**src/rtl/vpu_sram_rd_bank_arbiter.sv**
```systemverilog
// Round-robin read arbiter for one VPU SRAM bank: locks a port for a whole burst and returns data after RD_LAT cycles.
// Optional watchdog enabled by defining VPU_RD_ARB_TIMEOUT_EN.
module vpu_sram_rd_bank_arbiter #(
    parameter int PORT_CNT    = 3,
    parameter int BANK_ID     = 0,
    parameter int BANK_ID_W   = 2,
    parameter int ADDR_W      = 8,
    parameter int DATA_W      = 32,
    parameter int RD_LAT      = 2,
    parameter int TIMEOUT_CYC = 256
) (
    input  logic                          clk,
    input  logic                          rst_n,
    input  logic [PORT_CNT-1:0]           rreq_i,
    input  logic [PORT_CNT*BANK_ID_W-1:0] rid_i,
    input  logic [PORT_CNT*ADDR_W-1:0]    raddr_i,
    input  logic [PORT_CNT-1:0]           reb_i,
    input  logic [PORT_CNT-1:0]           rlast_i,
    output logic [PORT_CNT-1:0]           rack_o,
    output logic [PORT_CNT*DATA_W-1:0]    rdata_o,
    output logic [PORT_CNT-1:0]           rvalid_o,
    output logic                          sram_cs_o,
    output logic [ADDR_W-1:0]             sram_addr_o,
    input  logic [DATA_W-1:0]             sram_rdata_i,
    output logic                          err_o
);

    localparam int GW = (PORT_CNT > 1) ? $clog2(PORT_CNT) : 1;

    typedef enum logic {IDLE, BURST} state_t;

    state_t              state;
    logic [GW-1:0]       grant;
    logic [GW-1:0]       rr_ptr;
    logic [GW-1:0]       pick;
    logic [GW-1:0]       next_ptr;
    logic                any_elig;
    logic [PORT_CNT-1:0] elig;
    logic                beat;
    logic                last_beat;
    logic                timeout;
    logic [ADDR_W-1:0]   g_addr;
    logic [ADDR_W-1:0]   addr_q;
    logic [RD_LAT-1:0]   pipe_vld;
    logic [GW-1:0]       pipe_idx [RD_LAT];

    always_comb begin
        for (int p = 0; p < PORT_CNT; p++) begin
            elig[p] = rreq_i[p] && (rid_i[p*BANK_ID_W +: BANK_ID_W] == BANK_ID_W'(BANK_ID));
        end
    end

    // Scan from the far end so the port closest to rr_ptr is the last (winning) assignment.
    always_comb begin
        int k;
        // NOTE: every always_comb output gets a default first so no path leaves it unassigned (no latch).
        pick     = '0;
        any_elig = 1'b0;
        for (int i = PORT_CNT - 1; i >= 0; i--) begin
            k = int'(rr_ptr) + i;
            if (k >= PORT_CNT) k = k - PORT_CNT;
            if (elig[k]) begin
                pick     = GW'(k);
                any_elig = 1'b1;
            end
        end
    end

    assign beat      = (state == BURST) && rreq_i[grant] && !reb_i[grant];
    assign last_beat = beat && rlast_i[grant];
    assign g_addr    = raddr_i[grant*ADDR_W +: ADDR_W];
    assign next_ptr  = (grant == GW'(PORT_CNT - 1)) ? '0 : grant + 1'b1;

    assign rack_o      = beat ? (PORT_CNT'(1) << grant) : '0;
    assign sram_cs_o   = beat;
    assign sram_addr_o = beat ? g_addr : addr_q;
    assign rvalid_o    = pipe_vld[RD_LAT-1] ? (PORT_CNT'(1) << pipe_idx[RD_LAT-1]) : '0;
    assign rdata_o     = pipe_vld[RD_LAT-1] ? {PORT_CNT{sram_rdata_i}} : '0;

`ifdef VPU_RD_ARB_TIMEOUT_EN
    localparam int CW = $clog2(TIMEOUT_CYC + 1);

    logic [CW-1:0] stall_cnt;
    logic          err_q;

    assign timeout = (state == BURST) && !beat && (stall_cnt == CW'(TIMEOUT_CYC - 1));
    assign err_o   = err_q;

    always_ff @(posedge clk or negedge rst_n) begin
        if (!rst_n) begin
            stall_cnt <= '0;
            err_q     <= 1'b0;
        end else begin
            if (state != BURST || beat || timeout) stall_cnt <= '0;
            else                                   stall_cnt <= stall_cnt + 1'b1;
            if (timeout) err_q <= 1'b1;
        end
    end
`else
    // Watchdog absent: the lock is released only by rlast and err_o is constant 0.
    assign timeout = 1'b0;
    assign err_o   = (TIMEOUT_CYC < 0);
`endif

    always_ff @(posedge clk or negedge rst_n) begin
        if (!rst_n) begin
            state  <= IDLE;
            grant  <= '0;
            rr_ptr <= '0;
            addr_q <= '0;
        end else begin
            // NOTE: sequential state uses non-blocking assignments so every register samples pre-edge values.
            case (state)
                IDLE: begin
                    if (any_elig) begin
                        grant <= pick;
                        state <= BURST;
                    end
                end
                BURST: begin
                    if (beat) addr_q <= g_addr;
                    if (last_beat || timeout) begin
                        state  <= IDLE;
                        rr_ptr <= next_ptr;
                    end
                end
                default: state <= IDLE;
            endcase
        end
    end

    always_ff @(posedge clk or negedge rst_n) begin
        if (!rst_n) begin
            pipe_vld <= '0;
        end else begin
            pipe_vld[0] <= beat;
            for (int i = 1; i < RD_LAT; i++) pipe_vld[i] <= pipe_vld[i-1];
        end
    end

    // NOTE: the index payload has no reset; it is only observed while its valid bit is set.
    always_ff @(posedge clk) begin
        pipe_idx[0] <= grant;
        for (int i = 1; i < RD_LAT; i++) pipe_idx[i] <= pipe_idx[i-1];
    end

endmodule
```
**config.mk**
```make
export PLATFORM = sky130hd
export DESIGN_NAME = vpu_sram_rd_bank_arbiter
export DESIGN_NICKNAME = d
export VERILOG_FILES = /design/src/rtl/vpu_sram_rd_bank_arbiter.sv
export SDC_FILE = /design/constraint.sdc
export NUM_CORES = 1
export LEC_CHECK = 0
export ABC_AREA = 1
export ABC_CLOCK_PERIOD_IN_PS = 3000
export CAP_MARGIN = 20
export CORE_MARGIN = 1
export CORE_UTILIZATION = 33
export CTS_BUF_LIST = sky130_fd_sc_hd__clkbuf_16
export DETAILED_ROUTE_END_ITERATION = 7
export PLACE_DENSITY = 0.95
export SETUP_SLACK_MARGIN = 0.1
export SYNTH_ARGS = -nofsm -noshare
export SYNTH_HDL_FRONTEND = slang
export SYNTH_SLANG_ARGS = --single-unit
```
**constraint.sdc**
```tcl
create_clock -name clk -period 3 [get_ports clk]
set_input_delay 0.45 -clock clk [delete_from_list [all_inputs] [get_ports clk]]
set_output_delay 0.45 -clock clk [all_outputs]
set_load 0.02 [all_outputs]
```
==> results.md, run 1 <==
- Die area: 6190 um^2
- Adder-cell share of the synthesized area: 0.0194
- Top-Level Pins: roughly 190
- Critical Path Max Stage Delay: 620 ps
- Pwr dens: 683 nW/um^2
- Global routing's busiest layer: met2
- Largest net degree at the start of global routing: 34
- Syn Nets: 372
- Final worst setup slack: 211 ps
- Fin nets: 490
- # rows: 27
- Core Footprint: approximately 5600 um^2
- Post-DR vias/cell: about 4.5
- Reg clk slew, reported paths: 60 ps
- Syn_area_per_cell: 6.55 um^2
- Layout Cells excl Fill: a little under 500
- RSZ-0062 raised after global routing: no
- Synthesized area: 1940 um^2
- Antenna violations before repair: 0
- Worst-margin pin slew: just over 700 ps
- Period minus WS final: 2790 ps
- WL final: ~6300 um
- Vias: around 2200
- Htree depth: 1
- Seq/Total Area, Yosys: 0.235
- Root Buffer Master: clkbuf_16
- Multiplexer share of the synthesized area: 0
- Starting density of the core: 0.348
- Outcome: completed
- Count of different cell masters after synthesis: 25
- CP Max Fanout: 28
- Layout cells sized above 1: 0.0436
- Grt met2 use: 0.410
- Hold WC Path Type: register to register
- Required @ worst endpoint: 2550 ps
- Post-CTS Hold Fix Bufs: 0
- Chip height: 78.7 um
- Sum Neg Setup Slack: 0 ps
- TritonRoute pass-1 iters: 6
- YS warnings: 0
- Port buffer count: 183
- Crit Path Class: register to output pin
- Critical path's top delay family: buffers and inverters
- Main combinational cell family by area after synthesis: buffers and inverters
- ANT cells: 0
- First-pass GRT wire length: 9820 um
- DP HPWL: 5390 um
- Area of the multi-input gates: 736 um^2
- Max-Cap Viols: 0
- Worst vdd rail ir drop: approximately 0.4 mV
- TritonCTS Buffers: 3
- Number of global-route vias before repair: 2053
- Clk_lat worst skew: 250 ps
- Tot GR Track Use: 0.200
- Compound-Gate Fraction of Synth Area: 0.110
- Met1 usage: 0.198
- ANT nets after route: 0
- LEAKAGE: 1.76 nW
- Sequential standard cell area: roughly 460 um^2
- Startpoint Class: register
- Slowest cell on the critical path: clkdlybuf4s50_1
- Cell mode on critical path: o21ai_1
- Met3 usage in global routing: 0.0372
- Final Cycle Share: 0.930
- Gate Count Post-Synth: 296
- Placed instance count: 481
- Worst slack at placement: 106 ps
- Final core utilization: 0.619
- #FFs+latches synth: 19
- Clk_skew: 1.02 ps
- DR DRC count: 0
- Worst path cell trace: nor2_1, nand2_1, o21ai_1, a211oi_4, nand2_8, o21ai_1, clkdlybuf4s50_1
- Crit path buffers/inverters: 1
- Synth Area in XOR/XNOR: 0
- Final number of setup-violating endpoints: 0
- Area growth, synth to finish: 78.0%
- Horiz. Die Dim: 78.7 um
- Initial detailed-routing violation count: 44
- CTS tree: built
- GP Congestion: just under 0.9
- WHS: 326 ps
- Post-CTS setup buffers: 0
- Routed wire per std cell: 13.1 um
- Worst EP arrival: ~2300 ps
- CP Capture Type: output pin
- Clock buffer depth: 2
- Fmax: approximately 360 MHz
- Pins over their slew limit: 0
- Final Hold Vio Count: 0
- Worst relative slew slack: 0.526
- # clock sinks: 19
- Fill cell count: 478
- Remaining global-route overflow: 0
- Simple-gate area share of the yosys netlist: 0.242
## logic make-up after synthesis
logic type	count (synthesis)
compound gates	33
fa+ha+maj	3
buf+inv	130
flops	19
other cells	1
simple gates	110
## placed cells by master (no fill, tap or decap), drive strengths merged
| cell type | n |
|---|---|
| nand3 | 14 |
| ha | 3 |
| buf | 4 |
| nor3b | 1 |
| a31oi | 1 |
| a22oi | 1 |
| clkdlybuf4s50 | 176 |
| a221oi | 7 |
| a21oi | 3 |
| nand3b | 1 |
| clkbuf | 3 |
| conb | 1 |
| a211oi | 1 |
| inv | 56 |
| dfxtp | 4 |
| o21ai | 20 |
| dlymetal6s2s | 7 |
| nand2 | 74 |
| clkinv | 1 |
| nor3 | 5 |
| nor2 | 15 |
| dfrtp | 15 |
## state kept, by name (all words and copies together), names as in the netlist
name / flops
pipe_idx: 4
addr_q: 8
state: 1
rr_ptr: 2
pipe_vld: 2
grant: 2
## final timing paths
| kind | start | end | slack, ps | cells after the start |
|---|---|---|---|---|
| min in group asynchronous | rst_n | addr_q[2] | 630 | 1 |
| max reg2reg | rr_ptr[0] | grant[1] | 1270 | 11 |
| min reg2reg | pipe_idx[0][1] | pipe_idx[0][3] | 330 | 0 |
| max in group asynchronous | rst_n | grant[0] | 1880 | 1 |
| max | grant[1] | sram_addr_o[2] | 210 | 7 |
| min | pipe_idx[0][1] | pipe_idx[0][3] | 330 | 0 |
## power breakdown
part | internal (W) | switching [W] | total [W]
combinational | 0.000726 | 0.000928 | 0.00165
sequential | 0.000366 | 0.0000630 | 0.000429
clock | 0.000179 | 0.0000969 | 0.000276
total | 0.00127 | 0.00109 | 0.00236
## metal layers
metal  part of all wire  vias up
li1                   -     1065
met3              0.075       16
met5                  0        -
met2               0.57      116
met1               0.33      986
met4              0.018        0
## through the flow
| stage | total power [W] | instance area, um^2 |
|---|---|---|
| after floorplan | 0.00150 | 1940 |
| after global placement | 0.00204 | 3340 |
| after detailed placement | 0.00208 | 3340 |
| after CTS | 0.00237 | 3420 |
| after global routing | 0.00251 | 3450 |
| final | 0.00236 | 3450 |
## synth_stat cells (all sizes together)
master,number,area share
a211oi,1,0.010
a21oi,3,0.0077
a221oi,7,0.032
a22oi,1,0.0039
a31oi,1,0.0032
buf,70,0.28
clkbuf,4,0.0077
conb,1,0.0019
dfrtp,15,0.19
dfxtp,4,0.041
ha,3,0.019
inv,56,0.11
nand2,74,0.15
nand3,14,0.036
nand3b,1,0.0039
nor2,15,0.029
nor3,5,0.018
nor3b,1,0.0039
o21ai,20,0.054
## area by class of cell
class                   instances  share of cell area
repair buffers                187               0.544
clock buffers                   3              0.0217
clock inverters                 1             0.00145
multi-input cells             147               0.213
inverters                      56              0.0609
well taps                      72              0.0261
flip-flops and latches         19               0.132
## timing repair
action                     CTS  global route
gates resized for setup      1             9
cloned                       0             0
setup endpoints to repair    6            12
(Power assumes the default switching activity.)
==> inputs of run 2 (changes only) <==
--- a/config.mk
+++ b/config.mk
@@ -14,6 +14,7 @@
 export DETAILED_ROUTE_END_ITERATION = 7
 export PLACE_DENSITY = 0.95
 export SETUP_SLACK_MARGIN = 0.1
+export SLEW_MARGIN = 10
 export SYNTH_ARGS = -nofsm -noshare
 export SYNTH_HDL_FRONTEND = slang
 export SYNTH_SLANG_ARGS = --single-unit
==> results of run 2 <==
No change in the layout: final DEF, timing and power equal those of run 1.
==> inputs of run 3 (changes only) <==
--- a/config.mk
+++ b/config.mk
@@ -7,13 +7,12 @@
 export LEC_CHECK = 0
 export ABC_AREA = 1
 export ABC_CLOCK_PERIOD_IN_PS = 3000
-export CAP_MARGIN = 20
 export CORE_MARGIN = 1
 export CORE_UTILIZATION = 33
 export CTS_BUF_LIST = sky130_fd_sc_hd__clkbuf_16
 export DETAILED_ROUTE_END_ITERATION = 7
 export PLACE_DENSITY = 0.95
-export SETUP_SLACK_MARGIN = 0.1
+export SETUP_SLACK_MARGIN = 0.4
 export SLEW_MARGIN = 10
 export SYNTH_ARGS = -nofsm -noshare
 export SYNTH_HDL_FRONTEND = slang
==> results.md, run 3 (synthesized netlist as in run 1, its figures left out) <==
- Outcome: completed
- Htree depth: 1 (unchanged)
- # clock sinks: 19 (unchanged)
- Commonest non-fill, non-tap cells in the layout: 171 x clkdlybuf4s50_1, 72 x nand2_1, 54 x inv_1, 18 x o21ai_1
- Initial detailed-routing violation count: 73 (+66%)
- Root Buffer Master: clkbuf_16
- RSZ-0062 raised after global routing: no
- Worst relative slew slack: 0.521 (-0.00558)
- Final Cycle Share: 0.827 (-0.103)
- Core Footprint: 5570 um^2 (unchanged)
- Worst EP arrival: 2030 ps (-310 ps)
- Register share of total power: 0.183 (about the same)
- DR DRC count: 0 (unchanged)
- Chip height: 78.7 um (unchanged)
- Routed wire per std cell: 13.3 um (+1.6%)
- Vias: 2194 (+0.50%)
- Post-DR vias/cell: 4.50 (-0.11%)
- Commonest non-fill, non-tap cell in the layout: clkdlybuf4s50_1
- Period minus WS final: 2480 ps (-309 ps)
- Int Pwr: 0.00123 W (-3.1%)
- Largest Register: addr_q
- Horiz. Die Dim: 78.7 um (unchanged)
- Worst vdd rail ir drop: 0.442 mV (+8.0%)
- Crit Path Class: register to output pin
- ANT cells: 0 (unchanged)
- Pwr dens: 683 nW/um^2 (about the same)
- TritonCTS Buffers: 3 (unchanged)
- First-pass GRT wire length: 10200 um (+3.6%)
- Comb pwr share: 0.699 (-0.002)
- Clk pwr share: 0.118 (about the same)
- Tot GR Track Use: 0.208 (+0.00785)
- Hold WC Path Type: register to register
- Final worst setup slack: 520 ps (+309 ps)
- LEAKAGE: 1.72 nW (-2.3%)
- Top-Level Pins: 185 (unchanged)
- # rows: 27 (unchanged)
- Area growth, synth to finish: 76.3%
- Pins over their slew limit: 0 (unchanged)
- ANT nets after route: 0 (unchanged)
- Top Registers: addr_q x8, pipe_idx x4
- Die area: 6190 um^2 (unchanged)
- CTS tree: built
- Layout cells sized above 1: 0.0721 (+0.0285)
- Worst-margin pin slew: 717 ps (+8.35 ps)
- Clock buffer depth: 2 (unchanged)
- Max-Cap Viols: 0 (unchanged)
- Sum Neg Setup Slack: 0 ps (unchanged)
- Fin nets: 493 (+0.61%)
- Startpoint Class: register
- Worst slack at placement: 106 ps (unchanged)
- Largest net degree at the start of global routing: 34 (unchanged)
- Reg clk slew, reported paths: 60 ps (about the same)
- Fmax: 403 MHz (+12%)
- Antenna violations before repair: 0 (unchanged)
- Port buffer count: 183 (unchanged)
- Fill cell count: 482 (+0.84%)
- TritonRoute pass-1 iters: 4 (-2)
- Remaining global-route overflow: 0 (unchanged)
- Required @ worst endpoint: 2550 ps (about the same)
- Post-CTS Hold Fix Bufs: 0 (unchanged)
- Final number of setup-violating endpoints: 0 (unchanged)
- CP Max Fanout: 14 (-50%)
- Sw frac: 0.473 (+0.0119)
- DP HPWL: 5390 um (unchanged)
- Max reg flops: 8 (unchanged)
- Clk_skew: 1.42 ps (+0.399 ps)
- Number of global-route vias before repair: 2145 (+4.5%)
- WL final: 6480 um (+2.2%)
- CP Capture Type: output pin
- Starting density of the core: 0.348 (unchanged)
- NetSw: 0.00111 W (+1.6%)
- GP Congestion: 0.878 (unchanged)
- Final Hold Vio Count: 0 (unchanged)
- Clk_lat worst skew: 250 ps (about the same)
==> run 3: changes by cell type in the layout (fill, tap and decap cells not counted), sizes merged <==
cell,before,now
dlymetal6s2s,7,0
clkdlybuf4s15,0,1
clkdlybuf4s50,176,171
buf,4,6
nand2,74,75
clkbuf,3,10
dlygate4sd2,0,4
==> run 3: final timing paths <==
check / start / end / slack [ps] / cells after the start
setup reg to reg: rr_ptr[0] / grant[1] / 1290 / 11
hold / removal: pipe_idx[0][1] / pipe_idx[0][3] / 330 / 0
hold reg to reg: pipe_idx[0][1] / pipe_idx[0][3] / 330 / 0
min in group asynchronous: rst_n / addr_q[2] / 630 / 1
setup / recovery: grant[0] / sram_addr_o[2] / 520 / 9
max in group asynchronous: rst_n / grant[0] / 1870 / 1
==> run 3: power by group through the flow <==
stage	logic (W)	registers (W)	clock network [W]
floorplan	0.00109	0.000408	0
global placement	0.00161	0.000428	0
detailed placement	0.00165	0.000429	0
CTS	0.00165	0.000429	0.000280
global route	0.00175	0.000446	0.000290
finish	0.00163	0.000428	0.000276
==> run 3: metrics by stage <==
step           cells  total power (W)  hold WS (ps)  utilization  instance area, um^2
6_report         488          0.00234           326        0.613                 3420
5_1_grt          488          0.00249           329        0.613                 3420
4_1_cts          488          0.00236           328        0.618                 3440
3_5_place_dp     481          0.00208           314        0.600                 3340
3_3_place_gp     481          0.00204           312        0.600                 3340
2_1_floorplan    296          0.00150           154            -                 1940
==> run 3: repair_timing <==
item,CTS,global route
setup buffers,2,0
cloned,1,0
pin swaps,2,0
resized for setup,17,15
setup endpoints to repair,12,8
==> run 3: per-layer routing <==
metal,share of wire,track usage
met1,0.34,0.203
met2,0.57,0.428
met3,0.073,0.0384
met4,0.021,0.0648
met5,0,0
==> run 3: final cells by class <==
cell class                 instances  area (um^2)  area share
clock buffer                       3         75.1      0.0220
clock inverter                     1         5.00     0.00146
inverter                          56          210      0.0615
multi-input combinational        148          744       0.218
sequential                        19          457       0.134
tap                               72         90.1      0.0264
timing repair buffer             189         1840       0.537
==> run 3: worst max-delay path: stages (launching register included) <==
cell and delay [ps]:
dfrtp_2 450, inv_2 170, nand2_4 120, o21ai_2 190
a211oi_4 50, buf_4 150, nand2_4 160, nand2_1 90
o21ai_1 80, clkdlybuf4s15_1 320
